===== src/rtl/pll_map_top.sv =====
// SPI-configured clock generator: a 512-bit SPI frame sets the divide ratio and enable,
// and registered dividers produce clkpll (/2*ratio), clkpll0 (/2) and clkpll1 (/4).
module pll_map_top (
  input  logic       clk,
  input  logic       rst_n,
  input  logic       mosi,
  input  logic       sclk,
  input  logic       ss_n,
  input  logic       start,
  output logic       tx_finish,
  output logic       lock,
  output logic       clkpll,
  output logic       clkpll0,
  output logic       clkpll1,
  output logic [1:0] view_dig_out,
  output logic [2:0] odfx_fscan_sdo,
  output logic [1:0] viewanabus,
  output logic       idvdisable_bo,
  output logic       idvfreqao,
  output logic       idvfreqbo,
  output logic       idvpulseo,
  output logic       idvtclko,
  output logic       idvtctrlo,
  output logic       idvtdo,
  output logic       idvtreso,
  output logic       tdo
);

  localparam logic [9:0] FRAME_BITS    = 10'd512;
  localparam logic [9:0] DEFAULT_RATIO = 10'd6;

  // [0] first sync stage, [1] synchronized value, [2] previous synchronized value
  logic [2:0]   sclk_sync_q, sclk_sync_d;
  logic [2:0]   ss_sync_q, ss_sync_d;
  logic [1:0]   mosi_sync_q, mosi_sync_d;

  logic [511:0] shift_q, shift_d;
  logic [9:0]   bit_cnt_q, bit_cnt_d;
  logic         tx_finish_q, tx_finish_d;
  logic [9:0]   ratio_q, ratio_d;
  logic         pllen_q, pllen_d;
  logic         read_flag_q, read_flag_d;
  logic         valid_q, valid_d;
  logic         lock_en_q, lock_en_d;
  logic [9:0]   div_cnt_q, div_cnt_d;
  logic         clkpll_q, clkpll_d;
  logic         clkpll0_q, clkpll0_d;
  logic         clkpll1_q, clkpll1_d;

  logic         sclk_rise, ss_fall, ss_rise, cnt_clear, cfg_load;
  logic [9:0]   ratio_eff;
  logic         unused_frame_msb;

  assign unused_frame_msb = shift_q[511];

  always_comb begin
    // NOTE: every always_comb output gets a default first so no path can infer a latch.
    sclk_sync_d = {sclk_sync_q[1:0], sclk};
    ss_sync_d   = {ss_sync_q[1:0], ss_n};
    mosi_sync_d = {mosi_sync_q[0], mosi};
    shift_d     = shift_q;
    bit_cnt_d   = bit_cnt_q;
    ratio_d     = ratio_q;
    pllen_d     = pllen_q;
    read_flag_d = read_flag_q;
    div_cnt_d   = div_cnt_q + 10'd1;
    clkpll_d    = clkpll_q;
    clkpll0_d   = clkpll0_q;
    clkpll1_d   = clkpll1_q;
    lock_en_d   = 1'b1;

    sclk_rise = sclk_sync_q[1] & ~sclk_sync_q[2];
    ss_fall   = ~ss_sync_q[1] & ss_sync_q[2];
    ss_rise   = ss_sync_q[1] & ~ss_sync_q[2];
    cnt_clear = start | ss_fall;

    // A clear in the same cycle as an sclk edge drops that edge entirely.
    if (cnt_clear) begin
      bit_cnt_d = '0;
    end else if (!ss_sync_q[1] && sclk_rise) begin
      shift_d = {shift_q[510:0], mosi_sync_q[1]};
      if (bit_cnt_q != FRAME_BITS) bit_cnt_d = bit_cnt_q + 10'd1;
    end

    tx_finish_d = ss_rise && (bit_cnt_q == FRAME_BITS);

    // The frame stays put in shift_q while ss_n is high, so decode it in the tx_finish cycle.
    cfg_load = tx_finish_q & shift_q[1];
    if (tx_finish_q) read_flag_d = shift_q[0];
    if (cfg_load) begin
      ratio_d = shift_q[12:3];
      pllen_d = shift_q[2];
    end
    valid_d = cfg_load;

    ratio_eff = (ratio_q == 10'd0) ? 10'd1 : ratio_q;

    if (cfg_load) begin
      div_cnt_d = '0;
      clkpll_d  = 1'b0;
      clkpll0_d = 1'b0;
      clkpll1_d = 1'b0;
    end else if (div_cnt_q == ratio_eff - 10'd1) begin
      div_cnt_d = '0;
      clkpll_d  = ~clkpll_q;
      if (!clkpll_q) begin
        clkpll0_d = ~clkpll0_q;
        if (!clkpll0_q) clkpll1_d = ~clkpll1_q;
      end
    end
  end

  // NOTE: sequential state uses non-blocking assignments only, so every flop samples pre-edge values.
  always_ff @(posedge clk or posedge rst_n) begin
    if (rst_n) begin
      sclk_sync_q <= 3'b000;
      ss_sync_q   <= 3'b111;
      mosi_sync_q <= 2'b00;
      shift_q     <= '0;
      bit_cnt_q   <= '0;
      tx_finish_q <= 1'b0;
      ratio_q     <= DEFAULT_RATIO;
      pllen_q     <= 1'b0;
      read_flag_q <= 1'b0;
      valid_q     <= 1'b0;
      lock_en_q   <= 1'b0;
      div_cnt_q   <= '0;
      clkpll_q    <= 1'b0;
      clkpll0_q   <= 1'b0;
      clkpll1_q   <= 1'b0;
    end else begin
      sclk_sync_q <= sclk_sync_d;
      ss_sync_q   <= ss_sync_d;
      mosi_sync_q <= mosi_sync_d;
      shift_q     <= shift_d;
      bit_cnt_q   <= bit_cnt_d;
      tx_finish_q <= tx_finish_d;
      ratio_q     <= ratio_d;
      pllen_q     <= pllen_d;
      read_flag_q <= read_flag_d;
      valid_q     <= valid_d;
      lock_en_q   <= lock_en_d;
      div_cnt_q   <= div_cnt_d;
      clkpll_q    <= clkpll_d;
      clkpll0_q   <= clkpll0_d;
      clkpll1_q   <= clkpll1_d;
    end
  end

  assign tx_finish      = tx_finish_q;
  assign lock           = lock_en_q & ~valid_q;
  assign clkpll         = clkpll_q;
  assign clkpll0        = clkpll0_q;
  assign clkpll1        = clkpll1_q;
  assign view_dig_out   = {read_flag_q, pllen_q};
  assign odfx_fscan_sdo = 3'b000;
  assign viewanabus     = 2'b00;
  assign idvdisable_bo  = 1'b0;
  assign idvfreqao      = 1'b0;
  assign idvfreqbo      = 1'b0;
  assign idvpulseo      = 1'b0;
  assign idvtclko       = 1'b0;
  assign idvtctrlo      = 1'b0;
  assign idvtdo         = 1'b0;
  assign idvtreso       = 1'b0;
  assign tdo            = 1'b0;

endmodule


===== config.mk =====
export PLATFORM = sky130hd
export DESIGN_NAME = pll_map_top
export DESIGN_NICKNAME = d
export VERILOG_FILES = /design/src/rtl/pll_map_top.sv
export SDC_FILE = /design/constraint.sdc
export NUM_CORES = 1
export LEC_CHECK = 0
export BUFFER_PORTS_ARGS = -buffer_cell sky130_fd_sc_hd__buf_4
export CORE_MARGIN = 5
export CORE_UTILIZATION = 48
export DETAILED_ROUTE_END_ITERATION = 16
export GPL_TIMING_DRIVEN = 0
export PLACE_DENSITY = 0.72
export SLEW_MARGIN = 25
export SYNTH_ARGS = -nofsm -noshare
export SYNTH_HDL_FRONTEND = slang
export SYNTH_SLANG_ARGS = --single-unit

===== constraint.sdc =====
create_clock -name clk -period 3.1 [get_ports clk]
set_input_delay 0.775 -clock clk [delete_from_list [all_inputs] [get_ports clk]]
set_output_delay 0.775 -clock clk [all_outputs]
set_load 0.03 [all_outputs]

Yosys cells after proc, flatten, opt, wreduce, memory -nomap -nowiden --
Index checks and enable logic that the tools add are counted.
Operators by class: $add $sub $neg 3, eq/ne operators 5, multiplexer cells 15, bitwise gates (word level) 14, reduce and logical (&&, ||, !) cells 11
Operators by type and width (number):
- 10-bit 2-to-1 mux | 6
- 10-bit by 1-bit adder with 10-bit output, second input constant | 2
- 10-bit == test | 1
- 10-bit == test, second input constant | 1
- 10-bit zero test | 1
- 10-bit != test, second input constant | 1
- 10-bit by 1-bit subtractor with 10-bit output, second input constant | 1
- 1-bit 2-to-1 mux | 9
- 1-bit inverter | 8
- 2-bit AND reduction | 3
- 2-bit nonzero test | 3
- 1-bit AND | 5
- 2-bit != test, second input constant | 2
- 3-bit AND reduction | 1
- 1-bit logical AND | 2
- 1-bit zero test | 1
- 1-bit bitwise OR | 1
Storage, ports and cells: flip-flop bits (word level) 59, output and inout port bits 21, logic and storage cells 63

Depth between registers and ports, before layout --
depth after elaboration 6, gate-level depth with buffers 11, gate-level depth less buffers 10

Worst setup path before layout --
Ideal clock, no wire load.
path kind register to register, start point register ratio_q[5], end point register div_cnt_q[2], arrival 2764 ps, path slack 217 ps, stages on the path, launching flop included 12, path buffers 1, clock period less this slack 2883 ps, path through dfrtp_1 -> or4_4 -> nor3_1 -> a21oi_1 -> ha_1 -> nor3b_2 -> nand3_1 -> or4b_4 -> nor3_2 -> a31o_1 -> buf_6 -> nor2_2
On the way: cells in the longest elaborated chain, start to end 6
RTL lines:
- start: declaration | line 40 | logic [9:0] ratio_q, ratio_d;
- start signal: assignment | line 138 | ratio_q <= ratio_d;
- 10-bit zero test | line 96 | ratio_eff = (ratio_q == 10'd0) ? 10'd1 : ratio_q;
- 10-bit 2-to-1 mux (*) | line 96
- 10-bit by 1-bit subtractor with 10-bit output (*) | line 103 | end else if (div_cnt_q == ratio_eff - 10'd1) begin
- 10-bit == test (*) | line 103
- 10-bit 2-to-1 mux (*) | line 103
- 10-bit 2-to-1 mux (*) | line 98 | if (cfg_load) begin
- via div_cnt_d[2] | line 45 | logic [9:0] div_cnt_q, div_cnt_d;
- end signal: assignment | line 143 | div_cnt_q <= div_cnt_d;
- end: declaration | line 45
The timed path passes the listed nets; every way through them passes the cells marked *. A chain may end at the register's enable or synchronous reset.

Final worst setup path --
start point register ratio_q[5], end point register div_cnt_q[8]
Same word-level chain as after synthesis.

==> results.yml <==
floorplan:
  floorplan.die.width_um: 88.4
  num_io_pins: 27
  dieArea_mm2: 0.00782
  die_height_um: 88.4
  initial_core_util: 0.496
  coreArea_mm2: 0.00596
  row_count: 28
power:
  leakagePower_nw: 1.59
  part_of_the_total_power_dissipated_in_sequential_elements: 0.540
  power_frac_clock: 0.397
  internal_power_mw: 1.13
  design_power_total_mw: 1.51
  power_dissipated_by_switching_net_loads_uw: 381
  pwr_density_cell_mw_per_mm2: 435
  power.combinational.fraction: 0.064
  swShare: 0.253
  max-vdd-ir-drop_uv: 371
routing:
  met3WireLength_um: 215
  topRoutingLayerUsed: "met4"
  drt_iter0_markers: 63
  postRouteWirelength_um: 5000
  post-route-drc-count: 0
  route.detailed.vias_per_inst: 5.10
  num_vias: 1933
  drt-wirelength-per-cell_um: 13.2
  drt.antenna.violating_nets: 0
  detailedRoute.firstPassIterationCount: 4
  wl_met2_um: 2460
  met1Wirelength_um: 2260
timing:
  max_slew_margin: 0.586
  timing.fmax_ghz: 0.332
  skew_ns: 0.00707
  fin_crit_ns: 3.01
  timing_max_transition_violations_final: 0
  hold_viol: 0
  setup_violations: 0
  worst-slew-pin-transition_ns: 0.619
  layout_worst_path_cycle_share: 0.972
yosys:
  syn-cell-area_mm2: 0.00295
  synth-edff-count: 0
  synth_seq_area_share: 0.502
  ys_warn_count: 0
  synthFlopType: "dfrtp_1"
  synth.top_cell.area_share: 0.458
  netlist_instances: 256
  post_synth_main_area_contributors: "dfrtp_1 46%, mux2_2 5.7%, dfstp_2 4.5%"
  ys_ff_latch: 59
  synth_cell_type_count: 50
  yosysTopAreaCell: "dfrtp_1"
  synthesis.area_per_instance_um2: 11.5
  synth-async-reset-ratio: 1.00
cts:
  cts_htree_levels: 3
  tritoncts: "yes"
  path_clk_slew_ns: 0.07
  clock-root-buffer: "clkbuf_8"
  worst_skew_pair.late_latency_ns: 0.34
  numCtsBuffers: 9
  max-clock-path-buffers: 2
  clock_sink_count: 59
cells_and_area:
  layout-area-overhead-vs-synth_pct: 17.3
  layout_cells_sized_above_1: 0.332
  antenna_diode_count: 0
  final-instance-count-excl-fill: 379
  fillerInstances: 522
  stdcell_area_mm2: 0.00346
  final_net_count: 309
setup_path:
  cp-endpoint: "div_cnt_q[8]$_DFF_PP0_"
  regToRegEndpoint: "div_cnt_q[8]$_DFF_PP0_"
  crit_path_start: "ratio_q[5]$_DFFE_PP0P_"
  worstReg2RegStart: "ratio_q[5]$_DFFE_PP0P_"
  worstPathArrival_ns: 3.24
  worstPathMaxFanout: 6
  nature_of_the_critical_path_endpoint: "flip-flop"
  critical_path_required_ns: 3.33
  crit_path_start_kind: "flip-flop"
  r2r_cells: 11
  r2r_setup_slack_ns: 0.09
  timing.setup.critical_path_class: "flip-flop to flip-flop"
grt:
  antenna_found_initial: 0
  grt_first_pass_wirelength_um: 8610
  globalRouteTotalUtil: 0.142
  grt-ovfl-total: 0
  grt_start_max_net_pins: 49
  grt_pass1_vias: 1946
run_status:
  run_status: "complete, no violations"
place:
  place_congestion: 0.783
  port-buffer-count: 12
  detailedPlacementHpwl_um: 3470
  place_area_mm2: 0.00321
  placed_cells_incl_taps: 357
job:
  drv.max_cap_violation_count: 0
worst_hold_path:
  holdCritPathClass: "input port to async pin"
power groups by stage:
stage	Combinational (mW)	Clock [mW]	Sequential, mW
after floorplan	0.0743	0	0.824
after global placement	0.0912	0	0.826
after detailed placement	0.0973	0	0.827
after CTS	0.0976	0.615	0.813
after global routing	0.108	0.655	0.816
final	0.0960	0.598	0.813
cells in the mapped netlist (6+ instances only):
library cell and number:
nand3_1 8, and3_1 7, nor2_2 10, dfrtp_1 54, xor2_1 14, nor2_1 19
nand4_1 7, nand2_1 11, inv_1 6, xnor2_1 11, mux2_2 15, buf_4 16
mux2_1 9
cell type report:
type                            count  area [µm²]  share of cell area
Sequential cell                    59        1490               0.430
Multi-Input combinational cell    180        1360               0.393
Timing Repair Buffer               19         166              0.0481
Buffer                             23         154              0.0445
Clock buffer                       10         128              0.0369
Tap cell                           75        93.8              0.0271
Clock inverter                      6        42.5              0.0123
Inverter                            7        28.8             0.00831
per-stage QoR:
step	hold WS [ns]	setup slack (ns)	setup TNS (ns)	utilization
2_1_floorplan	0.331	0.217	0	-
3_3_place_gp	0.333	-0.00847	-0.0335	0.535
3_5_place_dp	0.344	-0.0144	-0.106	0.540
4_1_cts	0.336	0.0391	0	0.569
5_1_grt	0.344	-0.0257	-0.196	0.581
6_report	0.342	0.0874	0	0.581
layout by cell type (no fill, tap or decap), drive strengths merged, types with 6 or more instances in the layout:
cell    netlist  final
a31oi         6      6
and3          7      7
buf          18     37
clkbuf        5     15
conb          2     15
dfrtp        54     54
inv           7      7
mux2         24     24
nand2        11     11
nand3         8      8
nand4         7      7
nor2         29     29
xnor2        11     11
xor2         14     14
cells by family after synthesis:
| kind of cell | Yosys count | synth area share |
|---|---|---|
| AOI/OAI and AO/OA | 27 | 0.0772 |
| xor gates and xnor gates | 25 | 0.0742 |
| adders and majority gates | 4 | 0.0170 |
| buffers and inverters | 30 | 0.0610 |
| DFF | 59 | 0.502 |
| muxes | 25 | 0.0950 |
| other | 2 | 0.00254 |
| and+or+nand+nor | 84 | 0.171 |
state kept, by name, summed over array words and instances, names as in the netlist, 2 cells and up:
signal and count:
bit_cnt_q 10, div_cnt_q 10, mosi_sync_q 2, ratio_q 10
sclk_sync_q 3, shift_q 13, ss_sync_q 3
routing by layer:
| metal | vias up | GRT usage |
|---|---|---|
| met4 | 0 | 0.0495 |
| met1 | 944 | 0.171 |
| met5 | - | 0 |
| met2 | 35 | 0.237 |
| li1 | 947 | - |
| met3 | 7 | 0.0503 |
worst max-delay path, stage by stage (launching register included):
cell and delay (ns):
dfrtp_2 0.41, or4_4 0.57, nor3_4 0.14, a21oi_1 0.09, ha_1 0.24, nor3b_4 0.19, nand3_1 0.09, or4b_4 0.51
nor3_4 0.22, a31o_1 0.25, buf_6 0.16, nor2_2 0.04
worst min path at each step:
stage | depth (start not counted) | endpoint | from
final | 2 | clkpll1$_DFFE_PP0P_ | rst_n
after global routing | 2 | shift_q[5]$_DFFE_PP0P_ | rst_n
after CTS | 2 | shift_q[6]$_DFFE_PP0P_ | rst_n
after detailed placement | 0 | mosi_sync_q[1]$_DFF_PP0_ | mosi_sync_q[0]$_DFF_PP0_
after global placement | 0 | mosi_sync_q[1]$_DFF_PP0_ | mosi_sync_q[0]$_DFF_PP0_
after floorplan | 0 | mosi_sync_q[1]$_DFF_PP0_ | mosi_sync_q[0]$_DFF_PP0_
timing repair:
| action | in CTS | in global routing |
|---|---|---|
| hold endpoints to repair | 0 | 0 |
| gates cloned | 0 | 1 |
| setup buffers | 0 | 5 |
| pin swaps | 0 | 2 |
| hold buffers | 0 | 0 |
| setup endpoints to repair | 11 | 13 |
| gates resized for setup | 1 | 10 |
No activity file was read; power rests on OpenSTA's default activity.
